`src/rtl/nbr_mem_arbiter_pkg.sv`:
```
// Shared definitions for the neighbour/knownCH table arbiter: table geometry,
// requester indices, arbiter state encoding and a width helper.
package nbr_mem_arbiter_pkg;

    localparam int MEM_DEPTH  = 2048;
    localparam int WORD_WIDTH = 16;
    localparam int TBL_ADDR_W = 11;

    localparam int REQ_QTUPD  = 0;
    localparam int REQ_HOPSEL = 1;
    localparam int REQ_TXPKT  = 2;

    typedef enum logic {
        S_IDLE = 1'b0,
        S_OWN  = 1'b1
    } arb_state_e;

    // Index width for n items, never narrower than one bit
    function automatic int clog2_min1(input int n);
        return (n > 1) ? $clog2(n) : 1;
    endfunction

endpackage

```
`src/rtl/nbr_mem_arbiter_rr_pick.sv`:
```
// Combinational round-robin picker: first set bit of req_i searching from
// ptr_i upward, wrapping modulo N. Shared with other arbiters.
module nbr_mem_arbiter_rr_pick
    import nbr_mem_arbiter_pkg::*;
#(
    parameter int N     = 3,
    parameter int IDX_W = clog2_min1(N)
)(
    input  logic [N-1:0]     req_i,
    input  logic [IDX_W-1:0] ptr_i,
    output logic             found_o,
    output logic [IDX_W-1:0] idx_o
);

    logic [IDX_W-1:0] cand;

    // Scan from the farthest candidate back to ptr so the nearest one wins
    always_comb begin
        found_o = 1'b0;
        idx_o   = '0;
        cand    = '0;
        for (int k = N - 1; k >= 0; k--) begin
            cand = IDX_W'((int'(ptr_i) + k) % N);
            if (req_i[cand]) begin
                found_o = 1'b1;
                idx_o   = cand;
            end
        end
    end

endmodule

```
`src/rtl/nbr_mem_arbiter.sv`:
```
// Round-robin arbiter in front of the single-port neighbour table SRAM.
// The owner keeps the port while req or lock is high; a watchdog revokes it
// after MAX_HOLD cycles. One idle cycle always separates two owners so the
// last read's rvalid lands before anyone else is granted.
module nbr_mem_arbiter
    import nbr_mem_arbiter_pkg::*;
#(
    parameter int  NUM_REQ  = 3,
    parameter int  ADDR_W   = TBL_ADDR_W,
    parameter int  DATA_W   = WORD_WIDTH,
    parameter int  MAX_HOLD = 64,
    localparam int OWN_W    = clog2_min1(NUM_REQ)
)(
    input  logic                      clk,
    input  logic                      nrst,
    input  logic [NUM_REQ-1:0]        req_i,
    input  logic [NUM_REQ-1:0]        lock_i,
    input  logic [NUM_REQ*ADDR_W-1:0] req_addr_i,
    input  logic [NUM_REQ*DATA_W-1:0] req_wdata_i,
    input  logic [NUM_REQ-1:0]        req_wr_i,
    output logic [NUM_REQ-1:0]        gnt_o,
    output logic [NUM_REQ-1:0]        rvalid_o,
    output logic [DATA_W-1:0]         rdata_o,
    output logic                      mem_en_o,
    output logic                      mem_we_o,
    output logic [ADDR_W-1:0]         mem_addr_o,
    output logic [DATA_W-1:0]         mem_wdata_o,
    input  logic [DATA_W-1:0]         mem_rdata_i,
    output logic [OWN_W-1:0]          owner_id_o,
    output logic                      busy_o,
    output logic                      timeout_o
);

    localparam int                HCNT_W    = clog2_min1(MAX_HOLD);
    localparam logic [HCNT_W-1:0] HOLD_LAST = HCNT_W'(MAX_HOLD - 1);
    localparam logic [OWN_W-1:0]  LAST_IDX  = OWN_W'(NUM_REQ - 1);

    arb_state_e          state_q, state_d;
    logic [NUM_REQ-1:0]  gnt_q, gnt_d;
    logic [NUM_REQ-1:0]  rvalid_q, rvalid_d;
    logic [OWN_W-1:0]    owner_q, owner_d;
    logic [OWN_W-1:0]    ptr_q, ptr_d;
    logic [HCNT_W-1:0]   hold_cnt_q, hold_cnt_d;
    logic                timeout_q, timeout_d;

    logic                pick_found;
    logic [OWN_W-1:0]    pick_idx;
    logic                acc;

    nbr_mem_arbiter_rr_pick #(
        .N     (NUM_REQ),
        .IDX_W (OWN_W)
    ) u_rr_pick (
        .req_i   (req_i),
        .ptr_i   (ptr_q),
        .found_o (pick_found),
        .idx_o   (pick_idx)
    );

    // Owner access strobe; non-owner requests never reach the SRAM
    assign acc = (state_q == S_OWN) && req_i[owner_q] && gnt_q[owner_q];

    // Drive the SRAM from the owner's slice during an access, idle otherwise
    always_comb begin
        mem_en_o    = 1'b0;
        mem_we_o    = 1'b0;
        mem_addr_o  = '0;
        mem_wdata_o = '0;
        if (acc) begin
            mem_en_o    = 1'b1;
            mem_we_o    = req_wr_i[owner_q];
            mem_addr_o  = req_addr_i[owner_q*ADDR_W +: ADDR_W];
            mem_wdata_o = req_wdata_i[owner_q*DATA_W +: DATA_W];
        end
    end

    // Next-state: arbitration, release, watchdog revoke and read-valid pipeline
    always_comb begin
        state_d    = state_q;
        gnt_d      = gnt_q;
        owner_d    = owner_q;
        ptr_d      = ptr_q;
        hold_cnt_d = hold_cnt_q;
        timeout_d  = 1'b0;
        rvalid_d   = '0;

        if (acc && !req_wr_i[owner_q]) begin
            rvalid_d[owner_q] = 1'b1;
        end

        case (state_q)
            S_IDLE: begin
                if (pick_found) begin
                    gnt_d           = '0;
                    gnt_d[pick_idx] = 1'b1;
                    owner_d         = pick_idx;
                    ptr_d           = (pick_idx == LAST_IDX) ? '0 : pick_idx + OWN_W'(1);
                    hold_cnt_d      = '0;
                    state_d         = S_OWN;
                end
            end
            S_OWN: begin
                if (!req_i[owner_q] && !lock_i[owner_q]) begin
                    gnt_d   = '0;
                    state_d = S_IDLE;
                end else if (hold_cnt_q == HOLD_LAST) begin
                    // Counter stays at the compare value; it is cleared on the next grant
                    gnt_d     = '0;
                    timeout_d = 1'b1;
                    state_d   = S_IDLE;
                end else begin
                    hold_cnt_d = hold_cnt_q + HCNT_W'(1);
                end
            end
            default: begin
                gnt_d   = '0;
                state_d = S_IDLE;
            end
        endcase
    end

    // State registers with synchronous active-low reset
    always_ff @(posedge clk) begin
        if (!nrst) begin
            state_q    <= S_IDLE;
            gnt_q      <= '0;
            rvalid_q   <= '0;
            owner_q    <= '0;
            ptr_q      <= '0;
            hold_cnt_q <= '0;
            timeout_q  <= 1'b0;
        end else begin
            state_q    <= state_d;
            gnt_q      <= gnt_d;
            rvalid_q   <= rvalid_d;
            owner_q    <= owner_d;
            ptr_q      <= ptr_d;
            hold_cnt_q <= hold_cnt_d;
            timeout_q  <= timeout_d;
        end
    end

    assign gnt_o      = gnt_q;
    assign rvalid_o   = rvalid_q;
    assign rdata_o    = mem_rdata_i;
    assign owner_id_o = owner_q;
    assign busy_o     = (state_q == S_OWN);
    assign timeout_o  = timeout_q;

endmodule

```
`config.mk`:
```
export PLATFORM = sky130hd
export DESIGN_NAME = nbr_mem_arbiter
export DESIGN_NICKNAME = d
export VERILOG_FILES = /design/src/rtl/nbr_mem_arbiter_pkg.sv /design/src/rtl/nbr_mem_arbiter_rr_pick.sv /design/src/rtl/nbr_mem_arbiter.sv
export SDC_FILE = /design/constraint.sdc
export NUM_CORES = 1
export LEC_CHECK = 0
export CAP_MARGIN = 20
export CORE_MARGIN = 4
export CORE_UTILIZATION = 34
export DETAILED_ROUTE_END_ITERATION = 10
export HOLD_SLACK_MARGIN = 0.02
export PLACE_DENSITY = 0.89
export SLEW_MARGIN = 20
export SYNTH_ARGS = -nofsm -noshare
export SYNTH_HDL_FRONTEND = slang
export SYNTH_SLANG_ARGS = --single-unit
export TNS_END_PERCENT = 100
```
`constraint.sdc`:
```
create_clock -name clk -period 6.4 [get_ports clk]
set_clock_uncertainty 0.1 [all_clocks]
set_input_delay 0.64 -clock clk [delete_from_list [all_inputs] [get_ports clk]]
set_output_delay 0.64 -clock clk [all_outputs]
set_load 0.02 [all_outputs]
```
==> flow_summary.toml <==
[outcome]
status = "finished clean"

[power_and_ir_drop]
power_frac_clock_pct = 7.5
cellLeakagePower_nw = 1.11
p_int_mw = 0.530
p_seq_share_pct = 16.7
p_per_area_mw_per_mm2 = 331
vdd_drop_max_v = 0.000195
p_sw_mw = 0.490
pwr-share-comb_pct = 75.8
p_sw_share_pct = 48.0

[timing]
setup_viol = 0
tightest_slew_ns = 1.06
rsz0062_at_grt = "false"
finalMaxSlewViolations = 0
max_freq_mhz = 251
fin_setup_tns_ns = 0
min_period_ns = 3.98
relSlewSlack_pct = 29.2
min_period_over_period_pct = 62.1
finalHoldViolCount = 0

[synthesis]
synth_nets = 367
synth.most_common_cell = "nor2_1"
yosys_warnings = 0
avgSynthCellArea_sq_um = 7.20
synth_flop_cell = "dfxtp_1"
synth-edff-count = 0
synth_common_cells = "nor2_1, a21oi_1, mux2i_1, dfxtp_1, buf_4"
synth_seq_area_share_pct = 19.6
synthTopCellsByArea = "dfxtp_1, mux2i_1, nor2_1"
yosysTopAreaCellShare_pct = 19.6
async_flop_share_pct = 0
synth_top_cell_by_area = "dfxtp_1"
syn_inst = 255
ys_seq_elements = 18
syn_area_sq_mm = 0.00184
yosys.cell_types.count = 50

[die]
fp.coreArea_sq_mm = 0.00517
start_util_pct = 35.5
placement_rows = 26
fp.dieArea_sq_mm = 0.00664
top_level_ports = 163
die_x_microns = 81.5
chipHeight_microns = 81.5

[global_routing]
grt.total_usage_pct = 19.3
grt_max_degree = 38
grt_pass1_vias = 2079
antenna_found_initial = 0
grt_pass1_wl_mm = 10.1
grt_remaining_overflow = 0

[clocking]
cts_post_setup_buffers_inserted = 0
hold_buffers = 0
cts_resized = 0
cts_num_sinks = 18
cts_max_level = 1
cts_tree = "done"
cts_root_buf = "clkbuf_8"
path_clk_slew_ns = 0.06
clk_latency_ns = 0.25
cts_buffers = 3
max-clock-path-buffers = 2

[layout]
final_layout_size_suffix_gt1_share_pct = 5.87
antenna_cells = 0
synthToLayoutAreaGrowth_pct = 67.8
instances_no_fill = 428
post-route-cell-area_sq_mm = 0.00308
nNetsFinal = 472

[placed_design]
dpl.hpwl_mm = 5.59
place_area_sq_mm = 0.00303
portBuffers = 130
placed_cells = 425
gp_congestion = 0.870

[routing]
viasPerCell = 5.14
ant_nets = 0
vias = 2202
wl_per_cell_microns = 16.4
first_pass_iters = 4
drt_iter0_drc = 195
drcViolationCount = 0
drt_wl_total_mm = 7.00

[critical_path]
end_kind = "output port"
path_class = "in -> out"
critPathRequiredTime_ns = 5.66
start_kind = "input port"
path_max_fanout = 29
worstPathArrival_ns = 3.24

[run]
drv_cap = 0

[hold_path]
hold_class = "reg -> reg"
[critical path, stage by stage]
cell	delay (ns)
clkdlybuf4s50_1	0.52
and4_1	0.25
a311oi_1	0.21
or2_1	0.84
nor2_1	0.15
clkdlybuf4s50_1	0.61
[metrics by stage]
stage | power (mW) | utilization [%] | worst slack, ns | hold slack (ns)
finish | 1.02 | 59.6 | 2.42 | 0.384
global route | 1.10 | 59.6 | 2.30 | 0.426
CTS | 1.03 | 59.5 | 2.42 | 0.388
detailed placement | 0.945 | 58.7 | 2.43 | 0.380
global placement | 0.932 | 58.7 | 2.54 | 0.366
floorplan | 0.687 | - | 3.81 | 0.352
[power groups by stage]
stage | clock network [mW] | registers (mW) | logic [mW]
2_1_floorplan | 0 | 0.177 | 0.510
6_report | 0.0762 | 0.171 | 0.774
4_1_cts | 0.0797 | 0.172 | 0.776
5_1_grt | 0.0856 | 0.175 | 0.841
3_3_place_gp | 0 | 0.172 | 0.760
3_5_place_dp | 0 | 0.174 | 0.771
[path summary, 6_finish.rpt]
kind	from	endpoint	slack [ns]	depth (start not counted)
max	req_i[1]	mem_addr_o[1]	2.42	6
min	hold_cnt_q[5]	hold_cnt_q[5]	0.38	2
max reg2reg	owner_id_o[1]	rvalid_o[1]	3.72	7
min reg2reg	hold_cnt_q[5]	hold_cnt_q[5]	0.38	2
[placed cells by master, fill, tap and decap left out, types with 4 or more instances in the layout]
| cell type | netlist | layout |
|---|---|---|
| nand2_1 | 10 | 10 |
| dfxtp_1 | 18 | 17 |
| mux2i_1 | 31 | 31 |
| a21oi_1 | 34 | 34 |
| nand3_1 | 5 | 5 |
| inv_1 | 9 | 9 |
| ha_1 | 4 | 4 |
| clkdlybuf4s50_1 | 0 | 130 |
| nor2_1 | 61 | 61 |
[layer usage]
metal | vias to the layer above | track usage, % | part of all wire [%]
met5 | - | 0 | 0
met1 | 1001 | 21.5 | 37
met4 | 0 | 8.78 | 3.7
li1 | 1080 | - | -
met3 | 24 | 3.84 | 7.7
met2 | 97 | 34.9 | 52
[logic make-up (layout without fill, tap and decap cells)]
logic type               count (synthesis)  count (layout)  share of synthesized area [%]
AND/OR/NAND/NOR                        101             101                           25.4
AO/OA/AOI/OAI                           59              59                           21.3
buffers and inverters                   41             144                           13.2
multiplexers                            32              32                           17.7
flip-flops                              18              18                           19.6
adder cells (fa/ha/maj)                  4               4                           2.73
[flip-flops by register name, indices dropped and copies added (netlist names)]
signal,count
owner_id_o,2
gnt_o,3
ptr_q,2
rvalid_o,3
busy_o,1
hold_cnt_q,6
timeout_o,1
[cell type report]
class,count,area [sq um]
Sequential cell,18,362
Fill cell,442,2090
Tap cell,70,87.6
Clock buffer,3,41.3
Inverter,9,33.8
Multi-Input combinational cell,196,1240
Timing Repair Buffer,132,1320
No activity file was read; power rests on OpenSTA's default activity.
